<file path="src/rtl/puzzle4_stream_ctrl.sv">
`default_nettype none
// ============================================================================
//  Module   : puzzle4_stream_ctrl
//  Brief    : Fetches grid rows from a row memory and streams them MSB-word
//             first to a datapath, then flushes, drains and captures the sum.
//  Revision : 1.0 - initial release
// ============================================================================
module puzzle4_stream_ctrl #(
  parameter int ROW_SIZE     = 160,
  parameter int MODULAR_SIZE = 32,
  parameter int NUM_ROWS     = 139,
  parameter int ADDR_WIDTH   = 8,
  parameter int OUTPUT_WIDTH = 16,
  parameter int FLUSH_ROWS   = 1,
  parameter int DRAIN_CYCLES = 4
) (
  input  logic                    clk,
  input  logic                    reset,
  input  logic                    start,
  input  logic                    hold,
  output logic                    mem_rd_en,
  output logic [ADDR_WIDTH-1:0]   mem_addr,
  input  logic [ROW_SIZE-1:0]     mem_rdata,
  output logic [MODULAR_SIZE-1:0] word_out,
  output logic                    word_valid,
  input  logic [OUTPUT_WIDTH-1:0] sum_in,
  output logic [OUTPUT_WIDTH-1:0] result,
  output logic                    busy,
  output logic                    done
);

  localparam int c_WPR         = ROW_SIZE / MODULAR_SIZE;
  localparam int c_FLUSH_WORDS = FLUSH_ROWS * c_WPR;
  localparam int c_ROW_W       = $clog2(NUM_ROWS + 1);
  localparam int c_WORD_W      = $clog2(c_WPR + 1);
  localparam int c_FLUSH_W     = $clog2(c_FLUSH_WORDS + 1) + 1;
  localparam int c_DRAIN_W     = $clog2(DRAIN_CYCLES + 1) + 1;

  localparam logic [c_ROW_W-1:0]   c_LAST_ROW   = c_ROW_W'(NUM_ROWS - 1);
  localparam logic [c_WORD_W-1:0]  c_LAST_WORD  = c_WORD_W'(c_WPR - 1);
  localparam logic [c_FLUSH_W-1:0] c_LAST_FLUSH = c_FLUSH_W'(c_FLUSH_WORDS - 1);
  localparam logic [c_DRAIN_W-1:0] c_LAST_DRAIN = c_DRAIN_W'(DRAIN_CYCLES - 1);

  typedef enum logic [2:0] {
    S_IDLE   = 3'd0,
    S_FETCH  = 3'd1,
    S_PRIME  = 3'd2,
    S_STREAM = 3'd3,
    S_FLUSH  = 3'd4,
    S_DRAIN  = 3'd5,
    S_DONE   = 3'd6
  } state_t;

  state_t                  r_state;
  state_t                  w_next_state;
  logic [c_ROW_W-1:0]      r_row;
  logic [c_WORD_W-1:0]     r_word;
  logic [c_FLUSH_W-1:0]    r_flush;
  logic [c_DRAIN_W-1:0]    r_drain;
  logic [ROW_SIZE-1:0]     r_row_buf;
  logic [ROW_SIZE-1:0]     r_next_buf;
  logic                    r_pf_pending;
  logic [OUTPUT_WIDTH-1:0] r_result;
  logic                    w_rd_en;
  logic [ADDR_WIDTH-1:0]   w_addr;
  logic                    w_valid;

  always_ff @(posedge clk) begin
    if (!reset) r_state <= S_IDLE;
    else        r_state <= w_next_state;
  end

  always_comb begin
    w_next_state = r_state;
    w_rd_en      = 1'b0;
    w_addr       = '0;
    w_valid      = 1'b0;
    case (r_state)
      S_IDLE:  if (start) w_next_state = S_FETCH;
      S_FETCH: begin
        w_rd_en      = 1'b1;
        w_next_state = S_PRIME;
      end
      S_PRIME: w_next_state = S_STREAM;
      S_STREAM: begin
        if (!hold) begin
          w_valid = 1'b1;
          // Prefetch the following row while the current one streams out
          if (r_word == '0 && r_row != c_LAST_ROW) begin
            w_rd_en = 1'b1;
            w_addr  = ADDR_WIDTH'(r_row + 1'b1);
          end
          if (r_word == c_LAST_WORD && r_row == c_LAST_ROW)
            w_next_state = (c_FLUSH_WORDS == 0) ? S_DRAIN : S_FLUSH;
        end
      end
      S_FLUSH: begin
        if (!hold) begin
          w_valid = 1'b1;
          if (r_flush == c_LAST_FLUSH) w_next_state = S_DRAIN;
        end
      end
      S_DRAIN: if (r_drain == c_LAST_DRAIN) w_next_state = S_DONE;
      S_DONE:  w_next_state = S_IDLE;
      default: w_next_state = S_IDLE;
    endcase
  end

  always_ff @(posedge clk) begin
    if (!reset) begin
      r_row        <= '0;
      r_word       <= '0;
      r_flush      <= '0;
      r_drain      <= '0;
      r_row_buf    <= '0;
      r_next_buf   <= '0;
      r_pf_pending <= 1'b0;
      r_result     <= '0;
    end else begin
      r_pf_pending <= (r_state == S_STREAM) && w_rd_en;
      if (r_pf_pending) r_next_buf <= mem_rdata;
      case (r_state)
        S_IDLE: begin
          if (start) begin
            r_row   <= '0;
            r_word  <= '0;
            r_flush <= '0;
            r_drain <= '0;
          end
        end
        S_PRIME: begin
          r_row_buf <= mem_rdata;
          r_word    <= '0;
        end
        S_STREAM: begin
          if (!hold) begin
            if (r_word == c_LAST_WORD) begin
              r_word <= '0;
              if (r_row != c_LAST_ROW) begin
                // With two words per row the prefetched data is still on mem_rdata
                r_row_buf <= r_pf_pending ? mem_rdata : r_next_buf;
                r_row     <= r_row + 1'b1;
              end else begin
                r_row_buf <= r_row_buf << MODULAR_SIZE;
              end
            end else begin
              r_row_buf <= r_row_buf << MODULAR_SIZE;
              r_word    <= r_word + 1'b1;
            end
          end
        end
        S_FLUSH: if (!hold) r_flush <= r_flush + 1'b1;
        S_DRAIN: begin
          r_drain <= r_drain + 1'b1;
          if (r_drain == c_LAST_DRAIN) r_result <= sum_in;
        end
        default: ;
      endcase
    end
  end

  // row_buf is fully shifted out after the last row, so flush words read as zero
  assign word_out   = r_row_buf[ROW_SIZE-1 -: MODULAR_SIZE];
  assign word_valid = w_valid;
  assign mem_rd_en  = w_rd_en;
  assign mem_addr   = w_addr;
  assign result     = r_result;
  assign busy       = (r_state != S_IDLE);
  assign done       = (r_state == S_DONE);

endmodule
`default_nettype wire

</file>
<file path="config.mk">
export PLATFORM = sky130hd
export DESIGN_NAME = puzzle4_stream_ctrl
export DESIGN_NICKNAME = d
export VERILOG_FILES = /design/src/rtl/puzzle4_stream_ctrl.sv
export SDC_FILE = /design/constraint.sdc
export NUM_CORES = 1
export LEC_CHECK = 0
export BUFFER_PORTS_ARGS = -buffer_cell sky130_fd_sc_hd__buf_2
export CORE_MARGIN = 1.5
export CORE_UTILIZATION = 35
export CTS_CLUSTER_DIAMETER = 200
export DETAILED_ROUTE_END_ITERATION = 7
export PLACE_DENSITY_LB_ADDON = 0.08
export SYNTH_ARGS = -nofsm -noshare
export SYNTH_HDL_FRONTEND = slang
export SYNTH_SLANG_ARGS = --single-unit
</file>
<file path="constraint.sdc">
create_clock -name clk -period 2.01 [get_ports clk]
set_input_delay 0.201 -clock clk [delete_from_list [all_inputs] [get_ports clk]]
set_output_delay 0.201 -clock clk [all_outputs]
set_load 0.01 [all_outputs]
</file>
==> out/results.tsv <==
metric	value	unit
status	finished, violations left	
violations	setup timing	
dp_cells	2543	
routabilityCongestion	0.770	
crit_fanout	5	
finalMaxSlewViolations	0	
clk_pin_slew	0.06	ns
path_cells	inv_2 > ha_4 > nor3b_4 > nand3_4 > o21ba_4 > buf_6	
met1_usage	31.6	%
holdPathEnd	r_state[2]$_SDFFE_PN0P_	
fmax	479	MHz
rows	77	
cp-start-kind	flip-flop	
nFillCells	4360	
min_from	reset	
r2r_start	r_row[0]$_SDFFE_PN0P_	
top_usage_layer	met2	
cp.arrival	1.89	ns
core_area	0.0444	mm2
setup_viol	9	
rsz0062_at_grt	yes	
viasPerCell	5.30	
cts-root-buf	clkbuf_16	
synth_area_leaders	dfxtp_1, mux2i_1, a21oi_1	
synthCells	1867	
die_y	216	um
finalCriticalPeriod	2.09	ns
synth-main-ff-cell	dfxtp_1	
critPathBufInv	2	
critPathCaptureType	primary output	
cts_tree	done	
area_growth	33.5	%
synth.avg_cell_area	8.48	um2
drtAntennaViolNets	0	
p_leak	7.59	nW
antenna_found_initial	4	
cts_buffer_depth	3	
hpwl	31700	um
fin_crit_sh	104	%
fin_util	47.6	%
clock_sinks	359	
relSlewSlack	67.7	%
fin_cells	2822	
track_usage	22.3	%
synth_fp_nets	2054	
grt_pass1_vias	14342	
grt.met3_usage	3.14	%
totalWireLength	54000	um
cp_data_required_time	1.81	ns
ff2ff_setup_slack	0.11	ns
crit_path_max_incr_delay	0.33	ns
tightest_slew	0.484	ns
routedWlPerCell	19.1	um
synth_area	0.0158	mm2
use_met2	35.1	%
power_density	926	mW/mm2
via_count	14969	
numCtsBuffers	42	
hold_path_class	input pin to flip-flop	
setup_ws	-0.0791	ns
finalHoldViolCount	0	
crit_family	simple AND/OR/NAND/NOR gates	
yosysSeqAreaShare	45.4	%
reg2reg_depth	9	
first_pass_iters	5	
portBuffers	239	
drv_cap	0	
nets	2385	
critical_path_class	flip-flop to primary output	
clock_skew	0.0164	ns
ys_ff_latch	359	
clkLatencyLatePin	0.56	ns
start_util	35.7	%
peakVddDrop	552	uV
hold_path_depth	2	
grt_max_degree	98	
drive_gt1_share	19.4	%
die_w	216	um
cpMaxStageDelayCell	dfxtp_2	
r2r-end	r_row_buf[87]$_SDFFE_PN0P_	
synth_edf_count	0	
drtIter0Drc	1052	
async_reset_ff_share	0	%
multi_input_area	0.00770	mm2
grt_pass1_wl	83100	um
yosysTopAreaCell	dfxtp_1	
cts_max_level	2	
globalRouteOverflowTotal	0	
die_area	0.0465	mm2
yosysTopAreaCellShare	45.4	%
drc	0	
synth_cell_types	53	
yosys_warnings	0	
regArea	0.00721	mm2
ios	240	
[worst register-to-register path, delay by kind of cell (launching register included)]
family / cells / cell delay [ns]
simple gates: 3 / 0.63
compound gates: 1 / 0.14
flops: 1 / 0.33
fa+ha+maj: 1 / 0.19
buf+inv: 4 / 0.53
[how the worst max path moves through the flow]
stage,startpoint,endpoint,slack (ns),depth (start not counted)
3_5_place_dp,r_word[0]$_SDFFE_PN0P_,mem_addr[7],0.09,6
4_1_cts,r_row[0]$_SDFFE_PN0P_,mem_addr[6],-0.08,7
2_1_floorplan,r_row[0]$_SDFFE_PN0P_,r_row_buf[100]$_SDFFE_PN0P_,0.34,8
6_report,r_word[0]$_SDFFE_PN0P_,mem_addr[7],-0.08,6
3_3_place_gp,r_word[0]$_SDFFE_PN0P_,mem_addr[7],0.15,6
5_1_grt,r_word[0]$_SDFFE_PN0P_,mem_addr[7],-0.16,6
[layout by cell type (no fill, tap or decap), types with 7 or more instances in the layout]
cell / n
buf_4: 45
mux2i_1: 161
dfxtp_2: 8
inv_1: 7
nand3_1: 131
buf_2: 237
or3_1: 160
clkbuf_16: 47
o21ai_0: 167
clkbuf_8: 12
nand2_1: 52
buf_12: 30
dfxtp_1: 348
dlygate4sd3_1: 176
a31oi_1: 135
nor2_1: 182
a21oi_1: 221
clkbuf_1: 11
[power by group]
group          switching [mW]  internal, mW
registers               0.526          7.91
clock network            3.08          4.36
logic                    2.19          1.52
[metal layers]
metal,vias to the layer above,wire length [um]
li1,7332,-
met2,346,24500
met4,4,1140
met1,7213,26100
met3,74,2250
met5,-,23
[per-stage QoR]
stage	hold WS (ns)	total power, mW	cell area (um2)	setup slack (ns)	TNS, ns
floorplan	0.337	10.5	15800	0.337	0
global placement	0.441	11.9	17500	0.149	0
detailed placement	0.445	11.9	17500	0.0923	0
CTS	0.0737	19.8	20900	-0.0811	-0.331
global route	0.104	20.5	21100	-0.158	-1.06
finish	0.102	19.6	21100	-0.0791	-0.239
[logic make-up after synthesis]
family / count (synthesis) / synth area share [%]
AND/OR/NAND/NOR: 567 / 17.8
adder cells (fa/ha/maj): 7 / 0.553
flip-flops: 359 / 45.4
AO/OA/AOI/OAI: 541 / 18.5
XOR/XNOR: 7 / 0.387
buffers and inverters: 225 / 7.20
multiplexers: 161 / 10.2
[sequential cells by signal, indices dropped and copies added, names as in the netlist]
register,flops
r_state,3
r_drain,4
r_next_buf,160
result,16
r_word,3
r_flush,4
r_row_buf,160
r_pf_pending,1
r_row,8
[repair_timing]
item | CTS | global route
buffers inserted | 9 | 11
gates cloned | 2 | 5
setup endpoints to repair | 11 | 57
pin swaps | 12 | 9
endpoints found under the hold margin | 332 | 0
gates resized for setup | 36 | 13
hold buffers | 176 | 0
[cell type report]
type,instances,area share [%]
Clock buffer,66,6.07
Multi-Input combinational cell,1284,36.4
Sequential cell,359,34.1
Tap cell,592,3.50
Inverter,11,0.231
Antenna cell,2,0.0237
Timing Repair Buffer,500,19.5
Clock inverter,8,0.219
[cell usage after synthesis, types with 4 or more instances]
cell and instances:
o21ai_0 167, nand2_1 53, a21oi_1 223, a31oi_1 135, dfxtp_1 359, clkbuf_1 112
nand2b_1 5, xnor2_1 4, buf_6 12, and3_1 5, ha_1 7, nor2_1 184
buf_1 4, buf_4 35, or3_1 162, mux2i_1 161, nand3_1 135, inv_1 10
buf_2 49
(Power assumes the default switching activity.)
